File: config.mk
export PLATFORM = sky130hd
export DESIGN_NAME = reaction_session_ctrl_flat
export DESIGN_NICKNAME = d
export VERILOG_FILES = /design/src/rtl/reaction_session_ctrl_pkg.sv /design/src/rtl/reaction_session_ctrl_if.sv /design/src/rtl/reaction_session_ctrl_div.sv /design/src/rtl/reaction_session_ctrl.sv /design/src/flat_wrapper.sv
export SDC_FILE = /design/constraint.sdc
export NUM_CORES = 1
export LEC_CHECK = 0
export ABC_AREA = 1
export BUFFER_PORTS_ARGS = -buffer_cell sky130_fd_sc_hd__buf_2
export CORE_MARGIN = 5
export CORE_UTILIZATION = 49
export DETAILED_ROUTE_END_ITERATION = 8
export GPL_ROUTABILITY_DRIVEN = 1
export PLACE_DENSITY = 0.7
export SLEW_MARGIN = 20
export SYNTH_ARGS = -nofsm -noshare
export SYNTH_HDL_FRONTEND = slang
export SYNTH_SLANG_ARGS = --single-unit
File: constraint.sdc
create_clock -name Clk -period 4.9 [get_ports Clk]
set_clock_uncertainty 0.05 [all_clocks]
set_input_delay 0.245 -clock Clk [delete_from_list [all_inputs] [get_ports Clk]]
set_output_delay 0.245 -clock Clk [all_outputs]
set_load 0.05 [all_outputs]
File: src/rtl/reaction_session_ctrl_pkg.sv
// reaction_session_ctrl_pkg: shared types and widths for the reaction-timer session controller
package reaction_pkg;
  localparam int TIME_W = 10;
  localparam int RAND_W = 13;
  localparam int SUM_W = 13;
  localparam logic [TIME_W-1:0] TIME_NONE = 10'h3FF;
  typedef enum logic [2:0] {ROUND, SEND, DIV, SUMMARY, DONE} state_e;
  typedef enum logic [1:0] {CODE_OK, CODE_CHEAT, CODE_SLOW, CODE_SUMMARY} lcd_code_e;
endpackage

File: src/rtl/reaction_session_ctrl_if.sv
// reaction_session_ctrl_if: timer, LCD and status signals of the session controller
interface reaction_session_ctrl_if;
  import reaction_pkg::*;
  logic TimerUpdate;
  logic [TIME_W-1:0] TimerTime;
  logic TimerWait;
  logic TimerCheat;
  logic TimerSlow;
  logic Clear;
  logic LcdAck;
  logic [RAND_W-1:0] RandomValue;
  logic LcdBusy;
  logic LcdReq;
  logic [1:0] LcdCode;
  logic [TIME_W-1:0] LcdData;
  logic [2:0] RoundNum;
  logic [TIME_W-1:0] BestTime;
  logic [TIME_W-1:0] AvgTime;
  logic [2:0] ErrCount;
  logic Overrun;
  logic SessionDone;
  modport master (
    input TimerUpdate, TimerTime, TimerWait, TimerCheat, TimerSlow, Clear, LcdAck,
    output RandomValue, LcdBusy, LcdReq, LcdCode, LcdData, RoundNum, BestTime, AvgTime,
    ErrCount, Overrun, SessionDone
  );
  modport slave (
    output TimerUpdate, TimerTime, TimerWait, TimerCheat, TimerSlow, Clear, LcdAck,
    input RandomValue, LcdBusy, LcdReq, LcdCode, LcdData, RoundNum, BestTime, AvgTime,
    ErrCount, Overrun, SessionDone
  );
endinterface

File: src/rtl/reaction_session_ctrl_div.sv
// session_avg_div: restoring divider, one quotient bit per cycle, 13-cycle latency
module session_avg_div
  import reaction_pkg::*;
(
  input  logic             Clk,
  input  logic             Rst,
  input  logic             start_i,
  input  logic [SUM_W-1:0] dividend_i,
  input  logic [2:0]       divisor_i,
  output logic [SUM_W-1:0] quotient_o,
  output logic             done_o
);
  logic [SUM_W-1:0] quo_q;
  logic [2:0] rem_q, div_q;
  logic [3:0] cnt_q, trial;
  logic fits;
  // remainder stays below the 3-bit divisor, so 3 bits plus the shifted-in bit suffice
  assign trial = {rem_q, quo_q[SUM_W-1]};
  assign fits = trial >= {1'b0, div_q};
  assign quotient_o = quo_q;
  always_ff @(posedge Clk)
    if (Rst) begin
      quo_q <= '0;
      rem_q <= '0;
      div_q <= '0;
      cnt_q <= '0;
      done_o <= 1'b0;
    end else begin
      done_o <= 1'b0;
      if (start_i) begin
        quo_q <= dividend_i;
        rem_q <= '0;
        div_q <= divisor_i;
        cnt_q <= 4'd13;
      end else if (cnt_q != 4'd0) begin
        rem_q <= fits ? 3'(trial - {1'b0, div_q}) : trial[2:0];
        quo_q <= {quo_q[SUM_W-2:0], fits};
        cnt_q <= cnt_q - 4'd1;
        done_o <= cnt_q == 4'd1;
      end
    end
endmodule

File: src/rtl/reaction_session_ctrl.sv
// reaction_session_ctrl: round gating, result classification and LCD reporting for a fixed-length session
module reaction_session_ctrl
  import reaction_pkg::*;
#(
  parameter int NUM_ROUNDS = 5,
  parameter logic [RAND_W-1:0] LFSR_SEED = 13'h1ACE
) (
  input logic Clk,
  input logic Rst,
  reaction_session_ctrl_if.master bus
);
  state_e state_q;
  logic [RAND_W-1:0] lfsr_q;
  logic [2:0] round_q, cnt_q, err_q;
  logic [SUM_W-1:0] sum_q, quo;
  logic [TIME_W-1:0] best_q, avg_q, data_q, avg_d;
  logic [1:0] code_q;
  logic overrun_q, req_q, start_q, div_done, last_round;
  session_avg_div u_div (
    .Clk(Clk), .Rst(Rst), .start_i(start_q), .dividend_i(sum_q), .divisor_i(cnt_q),
    .quotient_o(quo), .done_o(div_done)
  );
  assign last_round = round_q >= 3'(NUM_ROUNDS);
  assign avg_d = (cnt_q == 3'd0 || |quo[SUM_W-1:TIME_W]) ? TIME_NONE : quo[TIME_W-1:0];
  always_ff @(posedge Clk)
    if (Rst) begin
      state_q <= ROUND;
      lfsr_q <= LFSR_SEED;
      round_q <= '0;
      sum_q <= '0;
      cnt_q <= '0;
      best_q <= TIME_NONE;
      avg_q <= '0;
      err_q <= '0;
      overrun_q <= 1'b0;
      req_q <= 1'b0;
      code_q <= '0;
      data_q <= '0;
      start_q <= 1'b0;
    end else begin
      lfsr_q <= {lfsr_q[RAND_W-2:0], lfsr_q[12] ^ lfsr_q[11] ^ lfsr_q[10] ^ lfsr_q[7]};
      start_q <= 1'b0;
      case (state_q)
        ROUND: if (bus.TimerUpdate && !bus.TimerWait) begin
          round_q <= round_q + 3'd1;
          req_q <= 1'b1;
          state_q <= SEND;
          if (bus.TimerCheat || bus.TimerSlow) begin
            err_q <= err_q + 3'd1;
            code_q <= bus.TimerCheat ? CODE_CHEAT : CODE_SLOW;
            data_q <= '0;
          end else begin
            sum_q <= sum_q + SUM_W'(bus.TimerTime);
            cnt_q <= cnt_q + 3'd1;
            best_q <= bus.TimerTime < best_q ? bus.TimerTime : best_q;
            code_q <= CODE_OK;
            data_q <= bus.TimerTime;
          end
        end
        SEND: if (bus.LcdAck) begin
          req_q <= 1'b0;
          state_q <= last_round ? DIV : ROUND;
          start_q <= last_round && cnt_q != 3'd0;
        end
        // with no OK rounds the divider is never started and DIV exits at once
        DIV: if (cnt_q == 3'd0 || div_done) begin
          avg_q <= avg_d;
          data_q <= avg_d;
          code_q <= CODE_SUMMARY;
          req_q <= 1'b1;
          state_q <= SUMMARY;
        end
        SUMMARY: if (bus.LcdAck) begin
          req_q <= 1'b0;
          state_q <= DONE;
        end
        DONE: if (bus.Clear) begin
          round_q <= '0;
          sum_q <= '0;
          cnt_q <= '0;
          err_q <= '0;
          overrun_q <= 1'b0;
          avg_q <= '0;
          best_q <= TIME_NONE;
          state_q <= ROUND;
        end
        default: state_q <= ROUND;
      endcase
      if (bus.TimerUpdate && state_q != ROUND) overrun_q <= 1'b1;
    end
  assign bus.RandomValue = lfsr_q;
  assign bus.LcdBusy = state_q != ROUND;
  assign bus.LcdReq = req_q;
  assign bus.LcdCode = code_q;
  assign bus.LcdData = data_q;
  assign bus.RoundNum = round_q;
  assign bus.BestTime = best_q;
  assign bus.AvgTime = avg_q;
  assign bus.ErrCount = err_q;
  assign bus.Overrun = overrun_q;
  assign bus.SessionDone = state_q == DONE;
endmodule

File: src/flat_wrapper.sv
// flat-port wrapper written by rule: the top's interface ports become plain ports
module reaction_session_ctrl_flat import reaction_pkg::*;
#(
  parameter int NUM_ROUNDS = 5,
  parameter logic [RAND_W-1:0] LFSR_SEED = 13'h1ACE
)
  (Clk, Rst, bus_TimerUpdate, bus_TimerTime, bus_TimerWait, bus_TimerCheat, bus_TimerSlow, bus_Clear, bus_LcdAck, bus_RandomValue, bus_LcdBusy, bus_LcdReq, bus_LcdCode, bus_LcdData, bus_RoundNum, bus_BestTime, bus_AvgTime, bus_ErrCount, bus_Overrun, bus_SessionDone);
  reaction_session_ctrl_if bus_i ();
  input logic Clk;
  input logic Rst;
  input wire logic [$bits(bus_i.TimerUpdate)-1:0] bus_TimerUpdate;
  input wire logic [$bits(bus_i.TimerTime)-1:0] bus_TimerTime;
  input wire logic [$bits(bus_i.TimerWait)-1:0] bus_TimerWait;
  input wire logic [$bits(bus_i.TimerCheat)-1:0] bus_TimerCheat;
  input wire logic [$bits(bus_i.TimerSlow)-1:0] bus_TimerSlow;
  input wire logic [$bits(bus_i.Clear)-1:0] bus_Clear;
  input wire logic [$bits(bus_i.LcdAck)-1:0] bus_LcdAck;
  output wire logic [$bits(bus_i.RandomValue)-1:0] bus_RandomValue;
  output wire logic [$bits(bus_i.LcdBusy)-1:0] bus_LcdBusy;
  output wire logic [$bits(bus_i.LcdReq)-1:0] bus_LcdReq;
  output wire logic [$bits(bus_i.LcdCode)-1:0] bus_LcdCode;
  output wire logic [$bits(bus_i.LcdData)-1:0] bus_LcdData;
  output wire logic [$bits(bus_i.RoundNum)-1:0] bus_RoundNum;
  output wire logic [$bits(bus_i.BestTime)-1:0] bus_BestTime;
  output wire logic [$bits(bus_i.AvgTime)-1:0] bus_AvgTime;
  output wire logic [$bits(bus_i.ErrCount)-1:0] bus_ErrCount;
  output wire logic [$bits(bus_i.Overrun)-1:0] bus_Overrun;
  output wire logic [$bits(bus_i.SessionDone)-1:0] bus_SessionDone;
  assign bus_i.TimerUpdate = bus_TimerUpdate;
  assign bus_i.TimerTime = bus_TimerTime;
  assign bus_i.TimerWait = bus_TimerWait;
  assign bus_i.TimerCheat = bus_TimerCheat;
  assign bus_i.TimerSlow = bus_TimerSlow;
  assign bus_i.Clear = bus_Clear;
  assign bus_i.LcdAck = bus_LcdAck;
  assign bus_RandomValue = bus_i.RandomValue;
  assign bus_LcdBusy = bus_i.LcdBusy;
  assign bus_LcdReq = bus_i.LcdReq;
  assign bus_LcdCode = bus_i.LcdCode;
  assign bus_LcdData = bus_i.LcdData;
  assign bus_RoundNum = bus_i.RoundNum;
  assign bus_BestTime = bus_i.BestTime;
  assign bus_AvgTime = bus_i.AvgTime;
  assign bus_ErrCount = bus_i.ErrCount;
  assign bus_Overrun = bus_i.Overrun;
  assign bus_SessionDone = bus_i.SessionDone;
  reaction_session_ctrl #(.NUM_ROUNDS(NUM_ROUNDS), .LFSR_SEED(LFSR_SEED)) u_core (.Clk(Clk), .Rst(Rst), .bus(bus_i));
endmodule
==> summary.txt <==
Run status
  – Run status: finished, final reports clean

Yosys
  – Area share of the largest cell type after synthesis: 0.390
  – Synth Warn #: 0
  – Avg Inst Size Synth: approximately 7.3 um^2
  – Number of enable flip-flop cells after synthesis: 0
  – FF+latch count, synth: 97
  – Number of distinct library cells after synthesis: 44
  – Synth area leader: dfxtp_1
  – Synth async-reset ratio: 0
  – Largest cells by area after synthesis: dfxtp_1 (39%), nand2_1 (12%), ha_1 (7.3%)
  – Mapped Nets: 729
  – Mapped Cells: 680
  – Main synth FF type: dfxtp_1
  – Synth Cell Area: 4980 um^2
  – Seq/Total Area, Yosys: 0.390

Clock tree
  – Cts repair resizes: 0
  – Clock sinks: 97
  – Num CTS Buffers: 9
  – Max Root-Sink Buffers: 2
  – CTS Root Cell: clkbuf_8
  – H-tree Lvls: 3
  – CTS tree: done
  – Clk_lat worst skew: 0.37 ns
  – Hold Buf Count CTS: 0
  – Clock-pin slew on the worst setup and hold paths: 0.10 ns
  – Postcts setup bufs: 0

Drt
  – Vias: 4566
  – DR iter-0 viols: around 330
  – 1st-pass router iterations: 5
  – Post-route ant nets: 0
  – Remaining DRCs: 0
  – Final WL: 12300 um
  – Via density: 5.21
  – WL/cell: 14.1 um

Worst hold path
  – Hold Startpoint: bus_TimerUpdate
  – Worst hold-check path type: input pin to flip-flop
  – Hold depth: 2

Timing
  – Slew @ Worst Pin: 0.996 ns
  – Final Max Slew Viols: 0
  – Setup tns final: 0 ns
  – Hold_ws: 0.0742 ns
  – Minimum clock period: 2.33 ns
  – Final period util: 0.475
  – Setup Viol. Count Final: 0
  – FMAX: about 0.43 GHz
  – Final Hold Vio Count: 0
  – RSZ-0062 raised after global routing: no
  – Worst slew margin: 0.336

Worst setup path
  – CP Max Fanout: 15
  – CP Capture Type: flip-flop
  – Startpoint types: flip-flop
  – Worst EP required: 5.06 ns
  – FF-to-FF path depth: 7
  – Origin of the worst setup path: u_core.state_q[0]
  – Crit Path Class: flip-flop to flip-flop
  – Worst flop-to-flop path startpoint: u_core.state_q[0]
  – Critical Path AT: 2.49 ns

Floorplanning
  – Io pins: 73
  – FP Rows: 36
  – Die area: 12300 um^2
  – Die width: ~110 um
  – Die height: 111 um
  – Core area: 9860 um^2
  – Initial core utilization: 0.505

Global route
  – Initial antenna violation count: 0
  – Vias in the first global route: 4361
  – Largest net degree at the start of global routing: between 50 and 60
  – First-pass GRT wire length: 20800 um
  – Grt ovf: 0
  – All-Layer GR Usage: 0.203

Place
  – Area after DPL: roughly 5400 um^2
  – IO buf count: 72
  – Gpl congestion: a little over 0.8
  – Dpl hpwl: 9310 um

Power
  – Pwr Density: 610 nW/um^2
  – Static leakage: roughly 2.7 nW
  – Overall Power: 3.39 mW
  – Max IR drop VDD: approximately 0.00029 V

Job
  – MaxCap Viol Count: 0

Final layout
  – Antenna Cells: 0
  – Share of cells above drive strength 1: 0.166
  – Layout Nets: roughly 800
  – Layout area overhead: 11.5%
  – Post-route cell area: 5560 um^2
synthesized netlist by cell type, types with 2 or more instances:
cell	n
nand3_1	46
o21ai_1	2
o211ai_1	9
buf_4	2
xnor2_1	2
nand2_1	161
inv_2	4
nor2_2	4
ha_1	29
fa_1	2
nand2_4	3
buf_6	4
nor2_4	2
a31oi_1	9
o21ai_0	32
o21ai_2	5
nand4_1	3
nor2_1	62
inv_1	75
clkbuf_1	11
or2_2	10
o31ai_1	8
a21oi_1	57
xor2_1	3
nand3b_1	3
nor3_4	2
nand2_2	4
o21bai_1	3
nor3_1	6
buf_2	5
dfxtp_1	97
a221oi_1	3
stage by stage:
| stage | utilization | cells | worst slack (ns) |
|---|---|---|---|
| after floorplan | - | 680 | 3.02 |
| after global placement | 0.543 | 860 | 2.44 |
| after detailed placement | 0.543 | 860 | 2.37 |
| after CTS | 0.564 | 876 | 2.61 |
| after global routing | 0.564 | 876 | 2.35 |
| final | 0.564 | 876 | 2.57 |
area by class of cell:
cell class / count / area (um^2)
Clock buffer: 11 / 141
Clock inverter: 5 / 63.8
Fill cell: 942 / 4310
Inverter: 79 / 297
Multi-Input combinational cell: 479 / 2590
Sequential cell: 97 / 1940
Tap cell: 133 / 166
Timing Repair Buffer: 72 / 360
state kept, by name, indices dropped and copies added (netlist names):
signal / flops
u_core.bus.RandomValue: 13
u_core.sum_q: 13
u_core.u_div.quotient_o: 13
u_core.bus.AvgTime: 10
u_core.bus.BestTime: 10
u_core.bus.LcdData: 10
u_core.u_div.cnt_q: 4
u_core.bus.ErrCount: 3
u_core.bus.RoundNum: 3
u_core.cnt_q: 3
u_core.state_q: 3
u_core.u_div.div_q: 3
u_core.u_div.rem_q: 3
u_core.bus.LcdCode: 2
u_core.bus.LcdReq: 1
u_core.bus.Overrun: 1
u_core.start_q: 1
u_core.u_div.done_o: 1
cell usage in the layout, fill, tap and decap left out, drive strengths merged, types with 9 or more instances in the layout:
cell type	instances
a21oi	58
a31oi	9
buf	72
clkbuf	11
dfxtp	97
ha	29
inv	80
nand2	168
nand3	47
nor2	68
o211ai	9
o21ai	39
or2	11
per-layer routing:
| metal | up-vias | track usage | wire [um] |
|---|---|---|---|
| met4 | 0 | 0.0714 | 296 |
| met2 | 110 | 0.336 | 5680 |
| met3 | 25 | 0.0453 | 553 |
| met5 | - | 0 | 0 |
| li1 | 2352 | - | - |
| met1 | 2079 | 0.262 | 5780 |
cell families (layout without fill, tap and decap cells):
kind of cell | Yosys count | in the layout | share of synthesized area
fa+ha+maj | 31 | 31 | 0.0808
xor+xnor | 5 | 5 | 0.00879
compound gates | 133 | 133 | 0.155
simple gates | 310 | 310 | 0.275
buf+inv | 104 | 167 | 0.0909
flops | 97 | 97 | 0.390
worst max-delay path, cell delays in order, from the launching register on:
cell and delay (ns):
dfxtp_1 0.49, nor2_2 0.10, nand2_2 0.28, nor2_1 0.07, nor2_1 0.65, o21ai_2 0.32, nand2_1 0.14, a21oi_1 0.07
report_power, final:
part           internal [mW]  switching, mW
Combinational          0.455           1.27
Sequential             0.981          0.145
Clock                  0.254          0.288
path summary, 6_finish.rpt:
kind                                                   to  slack [ns]
worst min register to register  u_core.bus.RandomValue[4]        0.38
worst max register to register      u_core.bus.AvgTime[9]        2.57
worst max-delay path                u_core.bus.AvgTime[9]        2.57
worst min-delay path                   u_core.bus.Overrun        0.07
Power figures use the tool's default switching activity.
